===== src/rtl/bus_delay_line_if.sv =====
// bus_delay_line_if
//
// Purpose: bundles the sample bus and control signals of bus_delay_line
// so the source and the delay line share one connection.
//
// Signals:
//   en          pixel enable; a sample is accepted only when high
//   clr         synchronous clear, wins over en
//   delay       requested delay in enabled samples (0..MAX_DELAY-1)
//   din         input sample
//   dout        delayed sample (registered in the delay line)
//   dout_valid  one-cycle strobe, dout carries a qualified sample
//   filled      level, enough samples accepted for the current delay
//
// Modports:
//   master  the sample source / controller
//   slave   the delay line itself
interface bus_delay_line_if #(
    parameter int WIDTH     = 8,
    parameter int MAX_DELAY = 16
);
    localparam int AW = $clog2(MAX_DELAY);

    logic             en;
    logic             clr;
    logic [AW-1:0]    delay;
    logic [WIDTH-1:0] din;
    logic [WIDTH-1:0] dout;
    logic             dout_valid;
    logic             filled;

    modport master (
        output en,
        output clr,
        output delay,
        output din,
        input  dout,
        input  dout_valid,
        input  filled
    );

    modport slave (
        input  en,
        input  clr,
        input  delay,
        input  din,
        output dout,
        output dout_valid,
        output filled
    );
endinterface


===== src/rtl/bus_delay_line.sv =====
// bus_delay_line
//
// Purpose: runtime-programmable delay line for a parallel video bus. Every
// enabled sample is written into a MAX_DELAY-entry ring buffer and the sample
// written D enables earlier is returned. Gaps in en stretch the latency in
// clocks but never change the delay measured in samples. Changing D while
// running restarts fill tracking so no stale or mixed data is flagged valid.
//
// Parameters:
//   WIDTH      bus width in bits
//   MAX_DELAY  ring depth, a power of two and at least 2
//
// Ports:
//   clk   single clock, all state updates on the rising edge
//   rst   asynchronous active-high reset
//   bus   bus_delay_line_if.slave carrying en, clr, delay, din (in) and
//         dout, dout_valid, filled (out)
module bus_delay_line #(
    parameter int WIDTH     = 8,
    parameter int MAX_DELAY = 16
) (
    input  logic              clk,
    input  logic              rst,
    bus_delay_line_if.slave   bus
);
    localparam int AW = $clog2(MAX_DELAY);

    // Sample storage. Deliberately not reset: contents are only ever read
    // once fill proves they were written since the last restart.
    logic [WIDTH-1:0] mem [MAX_DELAY];

    logic [AW-1:0]    wr_ptr;
    logic [AW-1:0]    delay_q;
    logic [AW:0]      fill;
    logic [WIDTH-1:0] dout_q;
    logic             dout_valid_q;

    logic [AW-1:0]    rd_ptr;
    logic [WIDTH-1:0] tap;
    logic             change;
    logic             accept;
    logic             filled_int;
    logic [AW:0]      fill_next;

    // Read tap and control decode. The read uses the pointer before this
    // cycle's write, so a delay of D returns the sample written D enables
    // ago; the subtraction wraps naturally because the depth is a power of
    // two. A delay of zero bypasses the ring and returns din directly.
    always_comb begin
        rd_ptr     = wr_ptr - delay_q;
        tap        = (delay_q == '0) ? bus.din : mem[rd_ptr];
        change     = !bus.clr && (bus.delay != delay_q);
        accept     = bus.en && !bus.clr;
        filled_int = (fill >= {1'b0, delay_q});
        fill_next  = filled_int ? {1'b0, delay_q} : (fill + 1'b1);
    end

    // Ring write. Happens on every accepted sample, including the cycle in
    // which the delay changes, so the history keeps advancing.
    always_ff @(posedge clk) begin
        if (accept) begin
            mem[wr_ptr] <= bus.din;
        end
    end

    // Pointer, fill and output state. clr restarts everything except the
    // ring contents and picks up the requested delay. A delay change zeroes
    // fill (the change-cycle write does not count) and suppresses the output
    // for that cycle, because the tap still points at the old delay.
    always_ff @(posedge clk or posedge rst) begin
        if (rst) begin
            wr_ptr       <= '0;
            delay_q      <= '0;
            fill         <= '0;
            dout_q       <= '0;
            dout_valid_q <= 1'b0;
        end else if (bus.clr) begin
            wr_ptr       <= '0;
            delay_q      <= bus.delay;
            fill         <= '0;
            dout_q       <= '0;
            dout_valid_q <= 1'b0;
        end else begin
            if (change) begin
                delay_q <= bus.delay;
                fill    <= '0;
            end else if (accept) begin
                fill <= fill_next;
            end

            if (accept) begin
                wr_ptr <= wr_ptr + 1'b1;
                if (filled_int && !change) begin
                    dout_q       <= tap;
                    dout_valid_q <= 1'b1;
                end else begin
                    dout_q       <= '0;
                    dout_valid_q <= 1'b0;
                end
            end else begin
                dout_valid_q <= 1'b0;
            end
        end
    end

    assign bus.dout       = dout_q;
    assign bus.dout_valid = dout_valid_q;
    assign bus.filled     = filled_int;

endmodule


===== src/flat_wrapper.sv =====
// flat-port wrapper written by rule: the top's interface ports become plain ports
module bus_delay_line_flat 
#(
    parameter int WIDTH     = 8,
    parameter int MAX_DELAY = 16
)
  (clk, rst, bus_en, bus_clr, bus_delay, bus_din, bus_dout, bus_dout_valid, bus_filled);
  bus_delay_line_if #(.WIDTH(WIDTH), .MAX_DELAY(MAX_DELAY)) bus_i ();
  input  logic clk;
  input  logic rst;
  input wire logic [$bits(bus_i.en)-1:0] bus_en;
  input wire logic [$bits(bus_i.clr)-1:0] bus_clr;
  input wire logic [$bits(bus_i.delay)-1:0] bus_delay;
  input wire logic [$bits(bus_i.din)-1:0] bus_din;
  output wire logic [$bits(bus_i.dout)-1:0] bus_dout;
  output wire logic [$bits(bus_i.dout_valid)-1:0] bus_dout_valid;
  output wire logic [$bits(bus_i.filled)-1:0] bus_filled;
  assign bus_i.en = bus_en;
  assign bus_i.clr = bus_clr;
  assign bus_i.delay = bus_delay;
  assign bus_i.din = bus_din;
  assign bus_dout = bus_i.dout;
  assign bus_dout_valid = bus_i.dout_valid;
  assign bus_filled = bus_i.filled;
  bus_delay_line #(.WIDTH(WIDTH), .MAX_DELAY(MAX_DELAY)) u_core (.clk(clk), .rst(rst), .bus(bus_i));
endmodule

===== config.mk =====
export PLATFORM = sky130hd
export DESIGN_NAME = bus_delay_line_flat
export DESIGN_NICKNAME = d
export VERILOG_FILES = /design/src/rtl/bus_delay_line_if.sv /design/src/rtl/bus_delay_line.sv /design/src/flat_wrapper.sv
export SDC_FILE = /design/constraint.sdc
export NUM_CORES = 1
export LEC_CHECK = 0
export CORE_MARGIN = 4
export CORE_UTILIZATION = 60
export CTS_CLUSTER_DIAMETER = 50
export DETAILED_ROUTE_END_ITERATION = 7
export PLACE_DENSITY = 0.85
export SYNTH_ARGS = -nofsm -noshare
export SYNTH_HDL_FRONTEND = slang
export SYNTH_SLANG_ARGS = --single-unit

===== constraint.sdc =====
create_clock -name clk -period 3.2 [get_ports clk]
set_input_delay 0.64 -clock clk [delete_from_list [all_inputs] [get_ports clk]]
set_output_delay 0.64 -clock clk [all_outputs]
set_load 0.05 [all_outputs]

### Word level (Yosys, flattened, before mapping)

Memories as Yosys holds them, arrays and structs flattened.
Index checks and enable logic that the tools add are counted.

| cells by class | value |
|---|---|
| $add $sub $neg | 3 |
| order comparisons | 1 |
| eq/ne operators | 1 |
| mux-type cells | 17 |
| reduce and logical (&&, ||, !) cells | 9 |

Operator list:

| kind | count |
|---|---|
| 8-bit 2-to-1 mux | 4 |
| 5-bit 2-to-1 mux | 4 |
| 4-bit 2-to-1 mux | 4 |
| 5-bit by 1-bit adder with 5-bit output, second input constant | 1 |
| 5-bit by 4-bit greater-or-equal comparator with 1-bit output | 1 |
| 1-bit 2-to-1 mux | 5 |
| 4-bit by 1-bit adder with 4-bit output, second input constant | 1 |
| 4-bit zero test | 1 |
| 4-bit inequality test | 1 |
| 2-bit nonzero test | 2 |
| 4-bit subtractor | 1 |
| 1-bit logical AND | 3 |
| 3-bit nonzero test | 1 |
| 1-bit zero test | 2 |

| storage, ports and cells | value |
|---|---|
| bits in registers | 22 |
| memory bits (writable) | 128 |
| bits of input ports | 16 |
| output and inout port bits | 10 |
| word-level logic and storage cells | 37 |
| memories kept | 1 |

Memories:

| name | depth | width | rd ports | clocked after memory_dff | wr ports | line | text |
|---|---|---|---|---|---|---|---|
| u_core.mem | 16 | 8 | 1 | 0 | 1 | bus_delay_line.sv:30 | `logic [WIDTH-1:0] mem [MAX_DELAY];` |

### Longest topological paths before layout

Gate-level depths: netlist (run 1).

| logic depth | value |
|---|---|
| depth in word-level cells | 7 |
| gate-level depth with buffers | 9 |
| depth with buffers taken out | 8 |

### Worst setup path after synthesis (run 1)

OpenSTA, ideal clock, no wires.

| timing path | value |
|---|---|
| kind | reg2reg |
| from | register u_core.wr_ptr[0] |
| to | register u_core.dout_q[0], in the netlist u_core.bus.dout[0] |
| setup time | 136 ps |
| arrival time | 2222 ps |
| required time | 3064 ps |
| path slack | 841 ps |
| stages on the path, launching flop included | 10 |
| buffers on the path | 1 |
| period minus slack after synthesis | 2359 ps |
| cell sequence | dfrtp_1 > inv_1 > ha_1 > inv_1 > fa_1 > buf_2 > mux4_2 > and2_1 > a211oi_2 > o41ai_2 |

| on the way | value |
|---|---|
| cells in the longest elaborated chain, start to end | 6 |

RTL lines:

| element | line | text |
|---|---|---|
| from (decl) | bus_delay_line.sv:32 | `logic [AW-1:0] wr_ptr;` |
| from (signal assigned) | bus_delay_line.sv:92 | `wr_ptr <= wr_ptr + 1'b1;` |
| 4-bit subtractor | bus_delay_line.sv:50 | `rd_ptr = wr_ptr - delay_q;` |
| memory 16 x 8 bit | n/a |  |
| 8-bit 2-to-1 mux | bus_delay_line.sv:51 | `tap = (delay_q == '0) ? bus.din : mem[rd_ptr];` |
| 8-bit 2-to-1 mux | bus_delay_line.sv:93 | `if (filled_int && !change) begin` |
| 8-bit 2-to-1 mux | bus_delay_line.sv:91 | `if (accept) begin` |
| 8-bit 2-to-1 mux | bus_delay_line.sv:77 | `end else if (bus.clr) begin` |
| to (signal assigned) | bus_delay_line.sv:94 | `dout_q <= tap;` |
| to (decl) | bus_delay_line.sv:35 | `logic [WIDTH-1:0] dout_q;` |

Every way passes these cells. The select of a mux whose other input is x is not followed.
A chain may end at the register's enable or synchronous reset.

### Worst setup path in the final report (run 1)

| timing path | value |
|---|---|
| from | register u_core.delay_q[3] |
| to | output bus_filled |

| on the way | value |
|---|---|
| cells in the longest elaborated chain, start to end | 1 |

RTL lines:

| element | line | text |
|---|---|---|
| from (decl) | bus_delay_line.sv:33 | `logic [AW-1:0] delay_q;` |
| from (signal assigned) | bus_delay_line.sv:79 | `delay_q <= bus.delay;` |
| from (signal assigned) | bus_delay_line.sv:85 | `delay_q <= bus.delay;` |
| 5-bit by 4-bit greater-or-equal comparator with 1-bit output | bus_delay_line.sv:54 | `filled_int = (fill >= {1'b0, delay_q});` |
| to (decl) | flat_wrapper.sv:17 | `output wire logic [$bits(bus_i.filled)-1:0] bus_filled;` |

Every way passes these cells.

==> summary.txt, run 1 <==
Timing
  – Tcrit/Tclk final: around 85%
  – Max frequency: between 0.3 and 0.4 GHz
  – Fin. max-slew vios: 0
  – Hold Worst Slack: between 0.4 and 0.5 ns
  – RSZ-0062 raised after global routing: false
  – Setup violators final: 0
  – Relative slew slack: 43.0%
  – Setup Total Neg Slack: 0 ns
  – Worst-Margin Slew: between 0.8 and 0.9 ns
  – Hold Vio Cnt, Final: 0
  – Tmin final: about 2.7 ns
  – Worst Skew: roughly 0.013 ns

Setup path
  – Critical Path, Cell by Cell: inv_1 > ha_1 > a211oi_1 > o21ai_0 > buf_4 > buf_12
  – Setup Crit Path Kind: flip-flop to output pin
  – Crit path max-delay cell type: dfrtp_1
  – Crit. End Element: output pin
  – Crit path DAT: 2.09 ns
  – Max Fanout on Critical Path: 6
  – Worst Setup Start Kind: flip-flop
  – Crit-path max cell delay: between 0.5 and 0.6 ns
  – CP Data Required Time: approximately 2.6 ns

Die
  – Die area: 0.0125 sq mm
  – I/O Pins: 26
  – CORE AREA: roughly 0.010 sq mm
  – Starting Density: between 60% and 70%
  – Die height: 112 um
  – Die width: between 100 and 150 um
  – Core Rows: 37

Synth
  – Synth Flop Type: edfxtp_1
  – Mapped Cells: 369
  – Avg Inst Size Synth: ~17 sq um
  – Library cells used by synthesis: 45
  – Number of synthesized register bits: 150
  – Sequential area share after synthesis: roughly 70%
  – Post-synth ARST share: approximately 15%
  – Yosys warns: 0
  – Synthesized Nets: around 400
  – Synth Cell Area: 0.00645 sq mm
  – Post-synth EDFFs: ~130

Finish
  – Nets: about 440
  – Leading cell types in the layout, fill and taps excluded: 128 x edfxtp_1, 32 x nand2_1, 32 x mux4_2
  – Most common cell after layout, fill and taps aside: edfxtp_1
  – Share of layout cells above drive strength 1: a little under a quarter
  – N_diodes: 0
  – Synthesis-to-layout area growth: 14.9%
  – Fill cells: 650
  – Design area: 0.00741 sq mm

Clock tree
  – Post-CTS sizing: 0
  – Root buf cell: clkbuf_8
  – Number of buffers created by CTS: 17
  – Max clock buf depth: 2
  – Post-CTS Setup Repair Bufs: 0
  – TritonCTS Sinks: 150
  – CTS clock-pin slew for the worst setup and hold paths: 0.07 ns
  – Hold buffer count at cts: 0
  – Worst skew pair latency: 0.53 ns
  – H-tree depth: 4
  – CTS tree: yes

Power and ir drop
  – VDD IR max: ~0.00037 V
  – Lkg Pwr: between 2 and 3 nW
  – P per Cell Area: between 600 and 700 mW/mm^2

Detailed routing
  – WL per Instance: 24.5 um
  – Post-Route WL: ~14,000 um
  – DRC violations left: 0
  – 1st-iter DRT viols: slightly below 300
  – Detail Route Antenna Nets: 0
  – DR vias/cell: roughly 6.3
  – Drt pass-1 iters: 5
  – Total number of vias: roughly 3,500

Placed design
  – Placer Congestion: roughly 0.83
  – Port Buffer Count: 25
  – Placement Cell Area: ~0.0069 sq mm
  – DP Wirelength: roughly 9000 um

Global routing
  – Vias in the first global route: 3,599
  – Initial antenna violation count: 0
  – First-pass GRT wire length: roughly 21,000 um
  – GRT Total Usage: between 20% and 30%
  – Largest net degree at the start of global routing: 23
  – Gr ovfl total: 0

Worst hold path
  – Class of the worst hold path: flip-flop to flip-flop

Status
  – Outcome: finished, final reports clean

Job
  – Max-cap violations: 0
## worst max-delay path, delay by kind of cell, from the launching register on
kind            cells  cell delay [ns]
flops               1             0.51
buf+inv             3             0.42
compound gates      2             0.34
fa+ha+maj           1             0.30
## report_power, final
group | leakage [nW] | internal [mW] | switching, mW
Clock | 0.248 | 1.02 | 0.767
Sequential | 1.45 | 2.14 | 0.0150
Combinational | 0.914 | 0.246 | 0.310
Total | 2.61 | 3.40 | 1.09
## logic make-up after synthesis
logic type      Yosys count  share of synthesized area [%]
flops                   150                           68.2
simple gates            104                           8.64
mux                      35                           11.6
compound gates           31                           5.05
buf+inv                  26                           2.39
fa+ha+maj                13                           2.64
xor+xnor                 10                           1.48
## cells in the mapped netlist (3+ instances only)
| cell | n | area [sq um] |
|---|---|---|
| nand2_1 | 32 | 120 |
| a211oi_2 | 8 | 100 |
| buf_4 | 4 | 30.0 |
| a211oi_1 | 3 | 22.5 |
| clkbuf_1 | 4 | 15.0 |
| and3_1 | 10 | 62.6 |
| ha_1 | 12 | 150 |
| buf_2 | 3 | 15.0 |
| edfxtp_1 | 128 | 3840 |
| mux2i_1 | 3 | 30.0 |
| xor2_1 | 3 | 26.3 |
| inv_1 | 10 | 37.5 |
| o41ai_2 | 8 | 130 |
| a21oi_1 | 4 | 20.0 |
| nor2b_1 | 3 | 18.8 |
| and2_1 | 24 | 150 |
| xnor2_1 | 6 | 52.6 |
| dfrtp_1 | 22 | 551 |
| nor2_1 | 16 | 60.1 |
| nand3_1 | 3 | 15.0 |
| mux4_2 | 32 | 721 |
| clkbuf_8 | 3 | 41.3 |
## layer usage
metal | vias to the layer above | routed length, um | global-route usage [%]
li1 | 1526 | - | -
met1 | 1807 | 5540 | 32.1
met2 | 169 | 6770 | 36.5
met3 | 26 | 1190 | 6.58
met4 | 0 | 270 | 8.43
met5 | - | 0 | 0
## state kept, by name (all words and copies together) (netlist names)
name,cells
u_core.bus.dout,8
u_core.bus.dout_valid,1
u_core.delay_q,4
u_core.fill,5
u_core.mem,128
u_core.wr_ptr,4
## path summary, 6_finish.rpt
check	start	slack (ns)	to	depth (start not counted)
worst max register to register	u_core.wr_ptr[0]$_DFFE_PP0P_	0.47	u_core.bus.dout[1]$_DFFE_PP0P_	9
min in group asynchronous	rst	0.59	u_core.bus.dout[2]$_DFFE_PP0P_	2
max in group asynchronous	rst	2.07	u_core.delay_q[0]$_DFFE_PP0P_	2
worst min-delay path	u_core.bus.dout[2]$_DFFE_PP0P_	0.49	u_core.bus.dout[2]$_DFFE_PP0P_	2
worst max-delay path	u_core.delay_q[3]$_DFFE_PP0P_	0.47	bus_filled	6
worst min register to register	u_core.bus.dout[2]$_DFFE_PP0P_	0.49	u_core.bus.dout[2]$_DFFE_PP0P_	2
## final cells by class
cell class	instances	area [sq um]	area share [%]
clock buffers	17	414	5.59
clock inverters	14	113	1.52
inverters	10	37.5	0.507
multi-input cells	193	1900	25.7
flip-flops and latches	150	4390	59.3
well taps	136	170	2.30
repair buffers	41	380	5.13
## stage by stage
step                total power [mW]  utilization [%]  std cells  setup WS (ns)
floorplan                       2.58                -        369          0.841
global placement                2.73             66.1        530          0.519
detailed placement              2.74             66.1        530          0.389
CTS                             4.51             71.1        561          0.464
global route                    4.64             71.1        561          0.322
finish                          4.50             71.1        561          0.465
(Power assumes the default switching activity.)
==> run 2: changes to the inputs <==
--- a/config.mk
+++ b/config.mk
@@ -10,6 +10,7 @@
 export CTS_CLUSTER_DIAMETER = 50
 export DETAILED_ROUTE_END_ITERATION = 7
 export PLACE_DENSITY = 0.85
+export REMOVE_ABC_BUFFERS = 1
 export SYNTH_ARGS = -nofsm -noshare
 export SYNTH_HDL_FRONTEND = slang
 export SYNTH_SLANG_ARGS = --single-unit
==> constraint.sdc (replaced) <==
create_clock -name clk -period 3.2 [get_ports clk]
set_input_delay 0.48 -clock clk [delete_from_list [all_inputs] [get_ports clk]]
set_output_delay 0.48 -clock clk [all_outputs]
set_load 0.05 [all_outputs]
==> summary.txt, run 2 (synthesized netlist as in run 1, its figures left out) <==
Timing
  – RSZ-0062 raised after global routing: false
  – Hold Vio Cnt, Final: 0 (unchanged)
  – Setup violators final: 0 (unchanged)
  – Max frequency: 0.344 GHz (-6.1%)
  – Tcrit/Tclk final: 91.0% (+5.5 points)
  – Tmin final: 2.91 ns (+0.176 ns)
  – Worst-Margin Slew: 0.944 ns (+0.0899 ns)
  – Worst setup margin: 0.289 ns (-0.176 ns)
  – Fin. max-slew vios: 0 (unchanged)
  – Relative slew slack: 37.0% (-6.0 points)
  – Worst Skew: 0.0107 ns (-0.00269 ns)
  – Hold Worst Slack: 0.453 ns (-0.0332 ns)

Placed design
  – DP Wirelength: 8240 um (-7.1%)
  – Setup WS pre-CTS: 0.483 ns (+0.0939 ns)
  – Placer Congestion: 0.797 (-3.9%)
  – Port Buffer Count: 25 (unchanged)

Worst hold path
  – Hold path cells: 1 (-1)
  – Class of the worst hold path: primary input to flip-flop
  – WHS Endpoint: u_core.delay_q[3]$_DFFE_PP0P_
  – Hold_sp: bus_delay[3]

Setup path
  – Reg-to-reg endpoint: u_core.bus.dout[3]$_DFFE_PP0P_
  – Cell mode on critical path: inv_1
  – Crit path DAT: 3.30 ns (+1.21 ns)
  – Worst R2R Path Depth: 9 (unchanged)
  – Crit. End Element: flip-flop
  – Max Fanout on Critical Path: 32 (+26)
  – Worst Setup Start Kind: flip-flop
  – Setup slack, reg-to-reg: 0.29 ns (-0.18 ns)
  – Reg2Reg Launch Point: u_core.wr_ptr[0]$_DFFE_PP0P_
  – CP Data Required Time: 3.59 ns (+1.03 ns)
  – Largest delay share family, worst path: adder cells
  – Critical Path, Cell by Cell: inv_1 > ha_2 > inv_1 > fa_1 > buf_4 > mux4_2 > nand2_1 > and3_1 > o41ai_2
  – Setup Crit Path Kind: flip-flop to flip-flop
  – WP buf/inv: 3 (unchanged)
  – Crit path max-delay cell type: fa_1
  – Crit-path max cell delay: 0.49 ns (-0.02 ns)
  – Worst setup path startpoint: u_core.wr_ptr[0]$_DFFE_PP0P_

Finish
  – N_diodes: 0 (unchanged)
  – Nets: 439 (-0.68%)
  – Leading cell types in the layout, fill and taps excluded: 128 x edfxtp_1, 32 x nand2_1, 32 x mux4_2
  – Fill cells: 611 (-6.0%)
  – Synthesis-to-layout area growth: 15.8%
  – Number of flip-flops in the largest register: 128 (unchanged)
  – Share of layout cells above drive strength 1: 23.6% (+0.11 points)
  – Most common cell after layout, fill and taps aside: edfxtp_1
  – Largest Register: u_core.mem

Clock tree
  – CTS clock-pin slew for the worst setup and hold paths: 0.07 ns (about the same)
  – Number of buffers created by CTS: 17 (unchanged)
  – Root buf cell: clkbuf_8
  – Max clock buf depth: 2 (unchanged)
  – CTS tree: yes
  – H-tree depth: 4 (unchanged)
  – Post-CTS Setup Repair Bufs: 0 (unchanged)
  – Hold buffer count at cts: 0 (unchanged)
  – TritonCTS Sinks: 150 (unchanged)
  – Post-CTS sizing: 0 (unchanged)
  – Worst skew pair latency: 0.52 ns (about the same)

Global routing
  – First-pass GRT wire length: 21,500 um (+0.42%)
  – GRT Total Usage: 23.4% (-0.024 points)
  – Largest net degree at the start of global routing: 33 (+43%)
  – Initial antenna violation count: 0 (unchanged)
  – Vias in the first global route: 3,595 (-0.11%)
  – Gr ovfl total: 0 (unchanged)

Detailed routing
  – Detail Route Antenna Nets: 0 (unchanged)
  – DR vias/cell: 6.31 (+0.41%)
  – 1st-iter DRT viols: 425 (+45%)
  – WL per Instance: 24.6 um (about the same)
  – Post-Route WL: 13,700 um (-0.26%)
  – Drt pass-1 iters: 5 (unchanged)
  – Total number of vias: 3,530 (+0.057%)
  – DRC violations left: 0 (unchanged)

Die
  – CORE AREA: 0.0104 sq mm (unchanged)
  – Starting Density: 61.9% (unchanged)
  – Die area: 0.0125 sq mm (unchanged)
  – Die height: 112 um (unchanged)
  – I/O Pins: 26 (unchanged)
  – Core Rows: 37 (unchanged)
  – Die width: 112 um (unchanged)

Job
  – Max-cap violations: 0 (unchanged)

Status
  – Outcome: finished, final reports clean

Power and ir drop
  – P per Cell Area: 630 mW/mm^2 (+3.9%)
  – VDD IR max: 0.000302 V (-19%)
  – Lkg Pwr: 2.65 nW (+1.3%)
## run 2: area by class of cell
class	instances	area [sq um]	area share (%)
clock buffers	18	418	5.60
clock inverters	14	185	2.48
inverters	10	37.5	0.503
multi-input cells	193	1900	25.5
flip-flops and latches	150	4390	58.9
well taps	136	170	2.28
repair buffers	38	358	4.79
## run 2: power by group
| group | internal [mW] | leakage, nW | switching (mW) |
|---|---|---|---|
| combinational | 0.238 | 0.899 | 0.301 |
| clock | 1.15 | 0.297 | 0.857 |
| sequential | 2.14 | 1.45 | 0.0143 |
## run 2: through the flow
stage / TNS [ns] / utilization [%] / total power [mW] / area, sq um / cells
floorplan: -3.98 / - / 2.55 / 6330 / 353
global placement: 0 / 65.9 / 2.69 / 6860 / 527
detailed placement: 0 / 65.9 / 2.72 / 6860 / 527
CTS: 0 / 71.7 / 4.72 / 7460 / 559
global route: 0 / 71.7 / 4.86 / 7460 / 559
finish: 0 / 71.7 / 4.70 / 7460 / 559
## run 2: metal layers
| layer | vias up | track usage, % | share of wire [%] |
|---|---|---|---|
| met5 | - | 0 | 0 |
| met4 | 0 | 10.7 | 3.1 |
| met3 | 40 | 4.35 | 6.7 |
| met2 | 193 | 36.7 | 51 |
| met1 | 1769 | 32.3 | 40 |
| li1 | 1528 | - | - |
## run 2: worst max path at each step
stage,cells after the start,end
final,9,u_core.bus.dout[3]$_DFFE_PP0P_
after global routing,8,u_core.bus.dout[3]$_DFFE_PP0P_
after CTS,9,u_core.bus.dout[3]$_DFFE_PP0P_
after detailed placement,9,u_core.bus.dout[6]$_DFFE_PP0P_
after global placement,9,u_core.bus.dout[6]$_DFFE_PP0P_
after floorplan,6,u_core.bus.dout[0]$_DFFE_PP0P_
==> run 3: changes to the inputs <==
--- a/config.mk
+++ b/config.mk
@@ -5,7 +5,7 @@
 export SDC_FILE = /design/constraint.sdc
 export NUM_CORES = 1
 export LEC_CHECK = 0
-export CORE_MARGIN = 4
+export CORE_MARGIN = 1
 export CORE_UTILIZATION = 60
 export CTS_CLUSTER_DIAMETER = 50
 export DETAILED_ROUTE_END_ITERATION = 7
==> summary.txt, run 3 (synthesized netlist as in run 1, its figures left out) <==
Status
  – Outcome: finished, final reports clean

Timing
  – Fin. max-slew vios: 0 (unchanged)
  – Worst setup margin: 0.292 ns (+0.00283 ns)
  – Hold Vio Cnt, Final: 0 (unchanged)
  – Max frequency: 0.344 GHz (about the same)
  – Relative slew slack: 36.7% (-0.33 points)
  – Hold Worst Slack: 0.440 ns (-0.0131 ns)
  – Setup Total Neg Slack: 0 ns (unchanged)
  – Tmin final: 2.91 ns (-0.00283 ns)
  – Worst-Margin Slew: 0.949 ns (+0.00492 ns)
  – RSZ-0062 raised after global routing: false
  – Setup violators final: 0 (unchanged)
  – Tcrit/Tclk final: 90.9% (about the same)
  – Worst Skew: 0.00676 ns (-0.00395 ns)

Placed design
  – Port Buffer Count: 25 (unchanged)
  – Placer Congestion: 0.783 (-1.8%)
  – DP Wirelength: 8930 um (+8.5%)
  – Setup WS pre-CTS: 0.493 ns (+0.00957 ns)
  – Placed Cells: 526 (-0.19%)
  – Placement Cell Area: 0.00687 sq mm (about the same)

Setup path
  – Reg2Reg Launch Point: u_core.delay_q[0]$_DFFE_PP0P_
  – Crit path DAT: 3.32 ns (+0.02 ns)
  – CP Data Required Time: 3.61 ns (+0.02 ns)
  – Setup Crit Path Kind: flip-flop to flip-flop
  – Critical Path, Cell by Cell: ha_1 > nand2b_1 > a21oi_1 > o21ai_0 > nand2_1 > o41ai_2
  – Worst Setup Start Kind: flip-flop
  – Crit path max-delay cell type: o21ai_0
  – Crit. End Element: flip-flop
  – Setup slack, reg-to-reg: 0.29 ns (about the same)
  – Reg-to-reg endpoint: u_core.bus.dout[0]$_DFFE_PP0P_
  – Max Fanout on Critical Path: 8 (-75%)
  – CP Capture Point: u_core.bus.dout[0]$_DFFE_PP0P_
  – Crit-path max cell delay: 0.65 ns (+0.16 ns)
  – Worst setup path startpoint: u_core.delay_q[0]$_DFFE_PP0P_
  – Worst R2R Path Depth: 6 (-3)

Power and ir drop
  – VDD IR max: 0.000360 V (+19%)
  – Gate power share: 12.2% (+0.7 points)
  – Clock share of power: 40.1% (-2.6 points)
  – Lkg Pwr: 2.60 nW (-1.6%)
  – Psw: 1.16 mW (-1.4%)
  – P per Cell Area: 610 mW/mm^2 (-3.2%)
  – Internal: 3.36 mW (-5.0%)
  – Switching Share: 25.6% (+0.69 points)
  – Reg power frac: 47.7% (+1.9 points)
  – Power, Total: 4.51 mW (-4.1%)

Finish
  – Design area: 0.00740 sq mm (-0.85%)
  – Final Core Density: 71.4% (-0.30 points)
  – Sequential Area: 0.00439 sq mm (unchanged)
  – Nets: 438 (-0.23%)
  – N_diodes: 0 (unchanged)
  – Share of layout cells above drive strength 1: 23.5% (-0.13 points)
  – Leading cell types in the layout, fill and taps excluded: 128 x edfxtp_1, 32 x nand2_1, 32 x mux4_2
  – Most common cell after layout, fill and taps aside: edfxtp_1
  – Synthesis-to-layout area growth: 14.8%
  – Number of flip-flops in the largest register: 128 (unchanged)
  – Largest Register: u_core.mem
  – Fill cells: 631 (+3.3%)
  – Area occupied by multi-input gates: 0.00190 sq mm (unchanged)
  – Layout Cells excl Fill: 557 (-0.36%)

Detailed routing
  – Post-Route WL: 14,000 um (+1.7%)
  – 1st-iter DRT viols: 340 (-20%)
  – DRC violations left: 0 (unchanged)
  – Detail Route Antenna Nets: 0 (unchanged)
  – Total number of vias: 3,576 (+1.3%)
  – WL per Instance: 25.1 um (+2.1%)
  – DR vias/cell: 6.42 (+1.7%)
  – Drt pass-1 iters: 5 (unchanged)

Clock tree
  – TritonCTS Sinks: 150 (unchanged)
  – Hold buffer count at cts: 0 (unchanged)
  – CTS clock-pin slew for the worst setup and hold paths: 0.06 ns (about the same)
  – Max clock buf depth: 2 (unchanged)
  – Post-CTS sizing: 0 (unchanged)
  – Number of buffers created by CTS: 17 (unchanged)
  – Post-CTS Setup Repair Bufs: 0 (unchanged)
  – Worst skew pair latency: 0.53 ns (about the same)
  – Root buf cell: clkbuf_8
  – H-tree depth: 4 (unchanged)
  – CTS tree: yes

Global routing
  – Largest net degree at the start of global routing: 33 (unchanged)
  – Initial antenna violation count: 0 (unchanged)
  – First-pass GRT wire length: 21,200 um (-1.6%)
  – Vias in the first global route: 3,629 (+0.95%)
  – GRT Total Usage: 27.0% (+3.6 points)
  – Gr ovfl total: 0 (unchanged)

Die
  – Starting Density: 62.2% (+0.28 points)
  – I/O Pins: 26 (unchanged)
  – CORE AREA: 0.0104 sq mm (-0.44%)
  – Die area: 0.0112 sq mm (-10%)
  – Die width: 106 um (-5.4%)
  – Core Rows: 37 (unchanged)
  – Die height: 106 um (-5.4%)

Worst hold path
  – Class of the worst hold path: primary input to flip-flop
  – Hold path cells: 1 (unchanged)

Job
  – Max-cap violations: 0 (unchanged)
-- run 3: power by group through the flow --
stage	clock network, mW	logic, mW	registers [mW]
finish	1.81	0.549	2.15
global route	1.89	0.580	2.16
CTS	1.81	0.552	2.15
detailed placement	0	0.545	2.20
global placement	0	0.523	2.19
floorplan	0	0.356	2.19
-- run 3: metal layers --
layer | wire, um | track usage [%] | up-vias | part of all wire (%)
li1 | - | - | 1512 | -
met1 | 5270 | 35.0 | 1843 | 38
met2 | 7190 | 44.0 | 178 | 51
met3 | 1090 | 7.36 | 43 | 7.8
met4 | 424 | 10.5 | 0 | 3.0
met5 | 0 | 0 | - | 0
-- run 3: cell type report --
cell class / count / area share [%]
well taps: 136 / 2.30
inverters: 10 / 0.507
flip-flops and latches: 150 / 59.4
multi-input cells: 193 / 25.7
clock buffers: 17 / 5.60
clock inverters: 14 / 1.62
repair buffers: 37 / 4.90
-- run 3: worst min-delay path by stage --
stage | endpoint | start
2_1_floorplan | u_core.bus.dout[0]$_DFFE_PP0P_ | rst
3_3_place_gp | u_core.bus.dout[2]$_DFFE_PP0P_ | u_core.bus.dout[2]$_DFFE_PP0P_
3_5_place_dp | u_core.bus.dout[2]$_DFFE_PP0P_ | u_core.bus.dout[2]$_DFFE_PP0P_
4_1_cts | u_core.delay_q[2]$_DFFE_PP0P_ | bus_delay[2]
5_1_grt | u_core.delay_q[0]$_DFFE_PP0P_ | bus_delay[0]
6_report | u_core.delay_q[0]$_DFFE_PP0P_ | bus_delay[0]
-- run 3: critical path, delay by kind of cell (launching register included) --
kind                     cells  cell delay, ns
AO/OA/AOI/OAI                3            1.24
AND/OR/NAND/NOR              2            0.74
flip-flops                   1            0.48
adder cells (fa/ha/maj)      1            0.32
